<file path="src/rtl/mem_arbiter.sv">
// rtl/mem_arbiter.sv - single-port memory bus arbiter, load/store over fetch
// Sequences one req/ack bus transaction at a time and returns registered read data.
module mem_arbiter #(
  parameter int W         = 32,
  parameter int LS_W      = 2,
  parameter int MAX_WAIT  = 15,
  parameter int WORD_MODE = 2
) (
  input  logic            clk,
  input  logic            rst,
  input  logic            if_req,
  input  logic [W-1:0]    if_addr,
  output logic [W-1:0]    if_rdata,
  output logic            if_ready,
  input  logic            mem_req,
  input  logic            mem_we,
  input  logic [W-1:0]    mem_addr,
  input  logic [W-1:0]    mem_wdata,
  input  logic [LS_W-1:0] mem_l_s_mode,
  output logic [W-1:0]    mem_rdata,
  output logic            mem_ready,
  output logic            bus_req,
  output logic            bus_we,
  output logic [W-1:0]    bus_addr,
  output logic [W-1:0]    bus_wdata,
  output logic [LS_W-1:0] bus_l_s_mode,
  input  logic [W-1:0]    bus_rdata,
  input  logic            bus_ack,
  output logic            stall_if,
  output logic            stall_mem,
  output logic            bus_err
);

  typedef enum logic [1:0] {IDLE, BUSY_IF, BUSY_MEM, DONE} state_t;

  localparam logic [7:0]      LAST_WAIT = 8'(MAX_WAIT - 1);
  localparam logic [LS_W-1:0] WORD_LS   = LS_W'(WORD_MODE);

  state_t     state, next_state;
  logic [7:0] wait_cnt;
  logic       grant_mem, grant_if, finish, timeout, busy;

  always_ff @(posedge clk or negedge rst) begin
    if (!rst) state <= IDLE;
    else      state <= next_state;
  end

  always_comb begin
    next_state = state;
    grant_mem  = 1'b0;
    grant_if   = 1'b0;
    finish     = 1'b0;
    timeout    = 1'b0;
    busy       = 1'b0;
    case (state)
      IDLE: begin
        if (mem_req) begin
          grant_mem  = 1'b1;
          next_state = BUSY_MEM;
        end else if (if_req) begin
          grant_if   = 1'b1;
          next_state = BUSY_IF;
        end
      end
      BUSY_IF, BUSY_MEM: begin
        busy = 1'b1;
        // an ack arriving on the final wait cycle still wins over the timeout
        if (bus_ack)                     finish  = 1'b1;
        else if (wait_cnt == LAST_WAIT)  timeout = 1'b1;
        if (finish || timeout) next_state = DONE;
      end
      DONE:    next_state = IDLE;
      default: next_state = IDLE;
    endcase
  end

  always_ff @(posedge clk or negedge rst) begin
    if (!rst) begin
      bus_req      <= 1'b0;
      bus_we       <= 1'b0;
      bus_addr     <= '0;
      bus_wdata    <= '0;
      bus_l_s_mode <= '0;
      if_rdata     <= '0;
      mem_rdata    <= '0;
      if_ready     <= 1'b0;
      mem_ready    <= 1'b0;
      bus_err      <= 1'b0;
      wait_cnt     <= '0;
    end else begin
      if_ready  <= 1'b0;
      mem_ready <= 1'b0;
      if (grant_mem) begin
        bus_req      <= 1'b1;
        bus_we       <= mem_we;
        bus_addr     <= mem_addr;
        bus_wdata    <= mem_wdata;
        bus_l_s_mode <= mem_l_s_mode;
        wait_cnt     <= '0;
      end else if (grant_if) begin
        bus_req      <= 1'b1;
        bus_we       <= 1'b0;
        bus_addr     <= if_addr;
        bus_wdata    <= '0;
        bus_l_s_mode <= WORD_LS;
        wait_cnt     <= '0;
      end
      if (busy && !finish && !timeout) wait_cnt <= wait_cnt + 8'd1;
      if (finish) begin
        bus_req  <= 1'b0;
        wait_cnt <= '0;
        if (state == BUSY_IF) begin
          if_rdata <= bus_rdata;
          if_ready <= 1'b1;
        end else begin
          if (!bus_we) mem_rdata <= bus_rdata;
          mem_ready <= 1'b1;
        end
      end
      if (timeout) begin
        bus_req  <= 1'b0;
        wait_cnt <= '0;
        bus_err  <= 1'b1;
        if (state == BUSY_IF) begin
          if_rdata <= '0;
          if_ready <= 1'b1;
        end else begin
          mem_rdata <= '0;
          mem_ready <= 1'b1;
        end
      end
    end
  end

  assign stall_if  = if_req  & ~if_ready;
  assign stall_mem = mem_req & ~mem_ready;

endmodule
</file>
<file path="config.mk">
export PLATFORM = sky130hd
export DESIGN_NAME = mem_arbiter
export DESIGN_NICKNAME = d
export VERILOG_FILES = /design/src/rtl/mem_arbiter.sv
export SDC_FILE = /design/constraint.sdc
export NUM_CORES = 1
export LEC_CHECK = 0
export CAP_MARGIN = 20
export CORE_MARGIN = 1
export CORE_UTILIZATION = 35
export DETAILED_ROUTE_END_ITERATION = 8
export GPL_TIMING_DRIVEN = 1
export PLACE_DENSITY = 0.7
export SYNTH_ARGS = -nofsm -noshare
export SYNTH_HDL_FRONTEND = slang
export SYNTH_SLANG_ARGS = --single-unit
</file>
<file path="constraint.sdc">
create_clock -name clk -period 3.5 [get_ports clk]
set_input_delay 0.7 -clock clk [delete_from_list [all_inputs] [get_ports clk]]
set_output_delay 0.7 -clock clk [all_outputs]
set_load 0.02 [all_outputs]
</file>
==> run summary, run 1 <==
status - finished clean
via total after detailed routing - 5563
final WL - 18.65 mm
Mapped Nets - 726
DR iter-0 viols - 339
Worst VDD drop - 0.3733 mV
post-synth cell types - 38
Worst Path Required - 2800 ps
fin area - 9457 um2
final setup margin - 557.5 ps
CP Cell Sequence - clkdlybuf4s50_1, clkinv_1, nor2_1, clkdlybuf4s50_1
Clk pin slew, worst setup/hold paths - 60 ps
Fin. Hold Viols - 0
worst slew pin tran - 901.9 ps
Num CTS Buffers - 17
clock root cell - clkbuf_16
global-route wire length before repair - 29.72 mm
critical path's largest stage delay - 620 ps
drt drc - 0
Tmin final - 2943 ps
post-synthesis sequential area ratio - 60.95%
drt first pass iters - 6
total congestion overflow - 0
Main synth FF type - dfrtp_1
slowest cell on the critical path - clkdlybuf4s50_1
input/output buffers - 272
GP Congestion - 0.8103
Worst Path Max Fanout - 5
Worst R2R Start - state[1]
Worst setup SP type - primary input
Post-Synthesis Cell Area - 5953 um2
n_diodes - 0
largest net degree at the start of global routing - 96
share of layout cells above drive strength 1 - 5.944%
Post-Syn Instances - 585
ys async rst share - 100.0%
TritonCTS clock tree - built
commonest non-fill, non-tap cells in the layout - 271 x clkdlybuf4s50_1, 145 x dfrtp_1, 136 x nand2_1
Post-synth EDFFs - 0
initial core utilization - 35.90%
Cell Rows - 47
core area - 16580 um2
switching power total - 0.003511 W
part of the power in registers - 31.9%
post-CTS setup buffer count - 0
vias in the first global route - 5640
Sw Ratio - 38.66%
nets@finish - 987
fin crit share - 84.07%
Max Clock Skew - 8.395 ps
Worst Hold Class - in -> async
Pins Over Slew Limit - 0
Fin Hold WS - 388.5 ps
initial antenna violation count - 0
Synth Register Bits - 145
Avg WL per Cell - 17.30 um
Critical path origin - mem_req
fmax - 339.8 MHz
Comb pwr share - 49.1%
GRT Total Usage - 21.63%
endpoint class of the critical path - primary output
Clk pwr share - 18.9%
top-area cell type share of the netlist area - 60.95%
Sinks on Clock Net - 145
Yosys top cell by area - dfrtp_1
capturing point of the worst reg2reg path - bus_wdata[23]
Avg Synthesized Cell Area - 10.18 um2
worst slack at placement - 517.4 ps
Slew headroom - 39.87%
max_cap viols - 0
Crit path arrival time - 2240 ps
Worst-Skew Late Latency - 410 ps
vias per inst - 5.160
CTS Hold Bufs - 0
post-cts resize count - 0
clock buffer depth - 2
Synthesis Warnings - 0
Vert. Die Dim - 132.4 um
Pleak - 3.996 nW
RSZ-0062 raised after global routing - false
Placed Area - 8899 um2
area grow syn2layout - 58.85%
Chip Width - 132.4 um
flop2flop setup slack - 1220 ps
Int Power - 0.005571 W
most numerous cell on the critical path - clkdlybuf4s50_1
Pwr Density - 960.3 nW/um2
Top Ports - 273
Area contributors post-synth - dfrtp_1 61%, a21oi_1 8.6%, nand2_1 8.6%, o22ai_1 6.9%, a22o_1 5.0%
CP Class - in -> out
commonest non-fill, non-tap cell in the layout - clkdlybuf4s50_1
DP HPWL - 12.49 mm
die area - 17540 um2
Finish-stage setup viols - 0
r2r worst-path depth - 6
final setup TNS - 0 ps
Routed Antenna Nets - 0
depth of the CTS H-tree - 4
==> layout make-up <==
cell class | count | area, um2
multi-input cells | 389 | 2115
clock inverters | 8 | 80.08
fillers | 1489 | 7127
repair buffers | 286 | 2854
inverters | 7 | 26.28
well taps | 220 | 275.3
flip-flops and latches | 145 | 3628
clock buffers | 23 | 478.0
==> logic make-up (layout without fill, tap and decap cells) <==
logic type               count (synthesis)  after routing  synth area share (%)
AND/OR/NAND/NOR                        163            163                 11.41
buffers and inverters                   51            324                 3.720
flip-flops                             145            145                 60.95
adder cells (fa/ha/maj)                  5              5                 1.051
AO/OA/AOI/OAI                          221            221                 22.87
==> worst max path at each step <==
stage	end	slack, ps	depth (start not counted)
2_1_floorplan	stall_if	1200	3
3_3_place_gp	stall_mem	530	4
3_5_place_dp	stall_mem	520	4
4_1_cts	stall_mem	520	4
5_1_grt	stall_mem	440	4
6_report	stall_mem	560	4
==> Yosys cell counts (all sizes together), types with 2 or more instances <==
| master | n |
|---|---|
| o21ai | 7 |
| buf | 13 |
| ha | 5 |
| or3 | 2 |
| inv | 6 |
| nor3b | 2 |
| a21oi | 102 |
| nand3 | 4 |
| a31oi | 4 |
| a22o | 34 |
| clkbuf | 31 |
| nand2b | 4 |
| nor2 | 5 |
| nand2 | 136 |
| nor3 | 2 |
| o22ai | 66 |
| dfrtp | 145 |
==> registers in the layout, summed over array words and instances (netlist names), 2 cells and up <==
name          count
bus_addr         32
mem_rdata        32
wait_cnt          8
bus_l_s_mode      2
if_rdata         32
state             2
bus_wdata        32
==> stage by stage <==
| stage | cells | util [%] | total power, W |
|---|---|---|---|
| 4_1_cts | 1078 | 57.02 | 0.009172 |
| 2_1_floorplan | 585 | - | 0.005259 |
| 5_1_grt | 1078 | 57.02 | 0.009623 |
| 6_report | 1078 | 57.02 | 0.009081 |
| 3_5_place_dp | 1047 | 53.66 | 0.007412 |
| 3_3_place_gp | 1047 | 53.66 | 0.007317 |
==> power by group through the flow <==
stage / Clock, W / Sequential (W) / Combinational, W
floorplan: 0 / 0.00373 / 0.00152
detailed placement: 0 / 0.00291 / 0.00450
finish: 0.00172 / 0.00290 / 0.00446
global route: 0.00183 / 0.00300 / 0.00480
CTS: 0.00176 / 0.00290 / 0.00451
global placement: 0 / 0.00289 / 0.00442
==> worst max-delay path, delay by kind of cell <==
kind	cells	cell delay [ps]
buffers and inverters	3	1400
and+or+nand+nor	1	130
==> routing by layer <==
layer | share of wire [%] | vias up | track usage (%)
met3 | 5.6 | 29 | 4.943
li1 | - | 2627 | -
met4 | 2.4 | 0 | 8.621
met1 | 43 | 2697 | 27.76
met2 | 49 | 210 | 35.41
met5 | 0 | - | 0
No activity file was read; power rests on OpenSTA's default activity.
==> run 2: changes to the inputs <==
==> constraint.sdc (replaced) <==
create_clock -name clk -period 3.05 [get_ports clk]
set_input_delay 0.61 -clock clk [delete_from_list [all_inputs] [get_ports clk]]
set_output_delay 0.61 -clock clk [all_outputs]
set_load 0.02 [all_outputs]
==> run 2 against run 1 <==
Effect of this change: register-to-register slack lost 290 ps; via count decreased by 0.90%; sequential share of layout area is 0.44 points lower; non-clock buffer count grew 5; sequential power up 14%; highest routed layer unchanged; core utilization grew 0.66 points; routed wire length decreased by 1.6%; cell count rose by 0.56%; first-iteration DRC count down 19%.
==> run summary, run 2 (same netlist as run 1, synthesis figures left out) <==
endpoint class of the critical path - primary output
Chip Width - 132.4 um
Vert. Die Dim - 132.4 um
Pins Over Slew Limit - 0
Worst setup SP type - primary input
input/output buffers - 272
fmax - 362.4 MHz
post-CTS setup buffer count - 0
via total after detailed routing - 5513
Worst VDD drop - 0.5112 mV
total congestion overflow - 0
Cell Rows - 47
clock root cell - clkbuf_16
Routed Antenna Nets - 0
max_cap viols - 0
GP Congestion - 0.8510
Finish-stage setup viols - 0
depth of the CTS H-tree - 4
FF+latch area - 3628 um2
switching power total - 0.004041 W
Worst Path Max Fanout - 7
fin crit share - 90.47%
clock buffer depth - 2
Worst Path Required - 2440 ps
Pleak - 4.051 nW
GRT Total Usage - 21.08%
drt first pass iters - 4
part of the power in registers - 31.2%
initial core utilization - 35.90%
Worst-Skew Late Latency - 410 ps
final setup TNS - 0 ps
TritonCTS clock tree - built
share of layout cells above drive strength 1 - 6.713%
Num CTS Buffers - 17
commonest non-fill, non-tap cells in the layout - 271 x clkdlybuf4s50_1, 145 x dfrtp_1, 136 x nand2_1
initial antenna violation count - 0
Fin. Hold Viols - 0
nets@finish - 992
Crit path arrival time - 2150 ps
Top Ports - 273
final WL - 18.35 mm
DP HPWL - 12.61 mm
commonest non-fill, non-tap cell in the layout - clkdlybuf4s50_1
fin area - 9565 um2
Clk pin slew, worst setup/hold paths - 60 ps
CTS Hold Bufs - 0
Sw Ratio - 37.91%
Worst Hold Class - in -> async
Int Power - 0.006618 W
area of the multi-input gates - 2115 um2
Sinks on Clock Net - 145
Slew headroom - 61.49%
post-cts resize count - 0
largest net degree at the start of global routing - 61
n_diodes - 0
RSZ-0062 raised after global routing - false
Placed Area - 8936 um2
Pwr Density - 1114 nW/um2
global-route wire length before repair - 28.79 mm
core area - 16580 um2
status - finished clean
Avg WL per Cell - 16.93 um
Post-Layout Cell Count - 1084
fill cell count - 1491
drt drc - 0
worst slew pin tran - 577.7 ps
area grow syn2layout - 60.68%
r2r worst-path depth - 7
Tmin final - 2759 ps
CP Class - in -> out
final core utilization - 57.68%
DR iter-0 viols - 276
vias in the first global route - 5395
die area - 17540 um2
number of instances in the placed design - 1052
Comb pwr share - 48.1%
Max Clock Skew - 7.217 ps
Clk pwr share - 20.7%
vias per inst - 5.086
-- run 2: cell types whose count changed in the layout (fill, tap and decap cells not counted), sizes merged --
cell,before,now
clkinv,4,5
bufinv,1,4
clkbuf,23,20
buf,15,20
-- run 2: final cells by class --
| cell class | count | area share [%] |
|---|---|---|
| clock inverters | 12 | 1.910 |
| multi-input cells | 389 | 22.11 |
| inverters | 7 | 0.2747 |
| clock buffers | 20 | 4.670 |
| repair buffers | 291 | 30.23 |
| well taps | 220 | 2.878 |
| flip-flops and latches | 145 | 37.93 |
-- run 2: metal layers --
layer  track usage (%)  wire [um]  part of all wire [%]  vias to the layer above
li1                  -          -                     -                     2628
met1             27.59       8212                    45                     2690
met2             34.65       8973                    49                      178
met3             4.789        892                   4.9                       17
met4             6.833        272                   1.5                        0
met5                 0          0                     0                        -
-- run 2: final timing paths --
| kind | startpoint | to | slack, ps |
|---|---|---|---|
| setup / recovery | mem_req | stall_mem | 290 |
| hold / removal | rst | mem_rdata[22] | 160 |
| setup reg to reg | state[0] | if_rdata[0] | 930 |
| hold reg to reg | bus_err | bus_err | 490 |
| max in group asynchronous | rst | if_rdata[8] | 2030 |
| min in group clk | bus_err | bus_err | 490 |
-- run 2: critical path, stage by stage --
cell and delay, ps:
clkdlybuf4s50_1 520, clkinv_1 220, nor2_1 170, clkdlybuf4s50_1 620
-- run 2: stage by stage --
stage	setup WS (ps)	hold WS, ps	power [W]
after CTS	272.7	175.9	0.01075
after floorplan	926.4	314.4	0.006035
final	290.7	159.3	0.01066
after global routing	224.3	184.5	0.01128
after detailed placement	278.7	475.2	0.008503
after global placement	282.9	456.6	0.008410
-- run 2: power groups by stage --
stage / combinational [W] / clock (W) / sequential [W]
after CTS: 0.00517 / 0.00225 / 0.00333
after global placement: 0.00508 / 0 / 0.00333
final: 0.00513 / 0.00221 / 0.00332
after global routing: 0.00550 / 0.00234 / 0.00343
after detailed placement: 0.00516 / 0 / 0.00334
after floorplan: 0.00175 / 0 / 0.00429
==> edit (settings of run 2) <==
`W`: 32 -> 48.
--- a/src/rtl/mem_arbiter.sv
+++ b/src/rtl/mem_arbiter.sv
@@ -3,3 +3,3 @@
 module mem_arbiter #(
-  parameter int W         = 32,
+  parameter int W         = 48,
   parameter int LS_W      = 2,
Ports: changed (8 resized); port bits go from 273 to 401. No check against the original RTL was run, so the function may have changed too.
==> edit against run 2 <==
Power grew 42%. Fmax rose by 4.1%. Sequential cell count grew 64. Setup slack gained 110 ps. Area after synthesis rose by 43%. Wire length grew 54%. Critical path depth is the same. Utilization decreased by 0.11 points. Sequential share of layout area rose by 0.54 points. Via count rose by 42%. Register-to-register slack got worse by 30 ps. Clock power rose by 20%. Design area is 42% higher.
==> edit: results (changes against run 2) <==
Distinct cell type count after synthesis - 40 (+5.3%)
WP data arrival - 2040 ps (-110 ps)
Commonest cells in the netlist - nand2_1, dfrtp_1, a21oi_1, nor2_1, a22o_1
Vias after detailed routing - 7843 (+42%)
Total CTS buffers - 24 (+7)
Drt first-iter violations - 488 (+77%)
Worst IR Drop VDD - 0.5579 mV (+9.1%)
Worst-case clock buffer depth - 3 (+1)
Largest net degree at the start of global routing - 96 (+57%)
Register area share after synthesis - 61.58% (+0.63 points)
RR Endpoint - if_rdata[34]$_DFF_PN0_
Worst slew margin - 54.86% (-6.6 points)
Share of layout cells above drive strength 1 - 5.118% (-1.6 points)
Outcome - finished clean
WL/cell - 17.81 microns (+5.2%)
Pleak - 0.005834 uW (+44%)
Later-pin clock latency in the skew report - 510 ps (+100 ps)
Fin crit share - 86.89% (-3.6 points)
Final RePlAce weighted congestion - 0.8044 (-5.5%)
Crit Path Max Fanout - 5 (-2)
Area after DPL - 0.01288 sq mm (+44%)
Max Clock Skew - 9.981 ps (+2.763 ps)
Tot GR Track Use - 22.02% (+0.94 points)
IO buf count - 400 (+47%)
RR Startpoint - state[1]$_DFFE_PN0P_
Layout Cells excl Fill - 1589 (+47%)
Syn_nets - 1080 (+49%)
CTS H-tree lvls - 1 (-3)
DPL Wire Length - 19490 microns (+55%)
Initial antenna violation count - 0 (unchanged)
Layout Nets - 1463 (+47%)
R2R depth - 6 (-1)
Number of global-route vias before repair - 7741 (+43%)
Reg2Reg Setup Slack - 900 ps (-30 ps)
First-pass GRT wire length - 42560 microns (+48%)
Synth Instances - 875 (+50%)
edit: cell types whose count changed in the layout (fill, tap and decap cells not counted), moves of 5 or more:
cell             delta
o22ai_1            -59
nor2_1             +50
clkdlybuf4s50_1   +128
dfrtp_1            +64
a31oi_1            +42
clkbuf_1            +5
a22o_1             +16
nand2_1           +154
clkbuf_16           +8
buf_12              +5
edit: critical path, stage by stage:
cell and delay [ps]:
clkdlybuf4s50_1 500, inv_1 140, nor2_1 140, clkdlybuf4s50_1 650
edit: logic make-up (layout without fill, tap and decap cells):
family	after synthesis	after routing	share of synthesized area, %
and+or+nand+nor	365	365	16.81
adders and majority gates	5	5	0.7366
AOI/OAI and AO/OA	224	224	16.82
buffers and inverters	71	466	3.948
xor gates and xnor gates	1	1	0.1031
DFF	209	209	61.58
edit: metrics by stage:
| step | hold slack [ps] | worst slack, ps |
|---|---|---|
| final | 136.5 | 399.8 |
| after global routing | 177.1 | 349.3 |
| after CTS | 150.9 | 398.5 |
| after detailed placement | 451.4 | 408.2 |
| after global placement | 451.5 | 366.9 |
| after floorplan | 314.4 | 1285 |
edit: worst max path at each step:
stage,depth (start not counted),slack (ps),to
finish,4,400,stall_mem
global route,4,350,stall_mem
CTS,4,400,stall_mem
detailed placement,4,410,stall_mem
global placement,4,370,stall_mem
floorplan,8,1290,mem_rdata[27]$_DFF_PN0_
edit: where the power goes:
| group | total [uW] | internal (uW) | switching, uW |
|---|---|---|---|
| Clock | 2650 | 1550 | 1100 |
| Sequential | 4830 | 4100 | 733 |
| Combinational | 7650 | 3540 | 4110 |
edit: layer usage:
layer	up-vias	global-route usage (%)	part of all wire [%]
met2	324	37.24	48
met5	-	0	0
met4	0	6.704	2.6
met3	51	5.612	8.8
met1	3747	27.53	41
li1	3721	-	-
edit: cell type report:
| type | count | area, sq um |
|---|---|---|
| Timing Repair Buffer | 421 | 4253 |
| Multi-Input combinational cell | 595 | 2977 |
| Inverter | 7 | 26.28 |
| Sequential cell | 209 | 5230 |
| Clock buffer | 35 | 693.2 |
| Fill cell | 2075 | 10020 |
| Clock inverter | 3 | 15.01 |
| Tap cell | 319 | 399.1 |
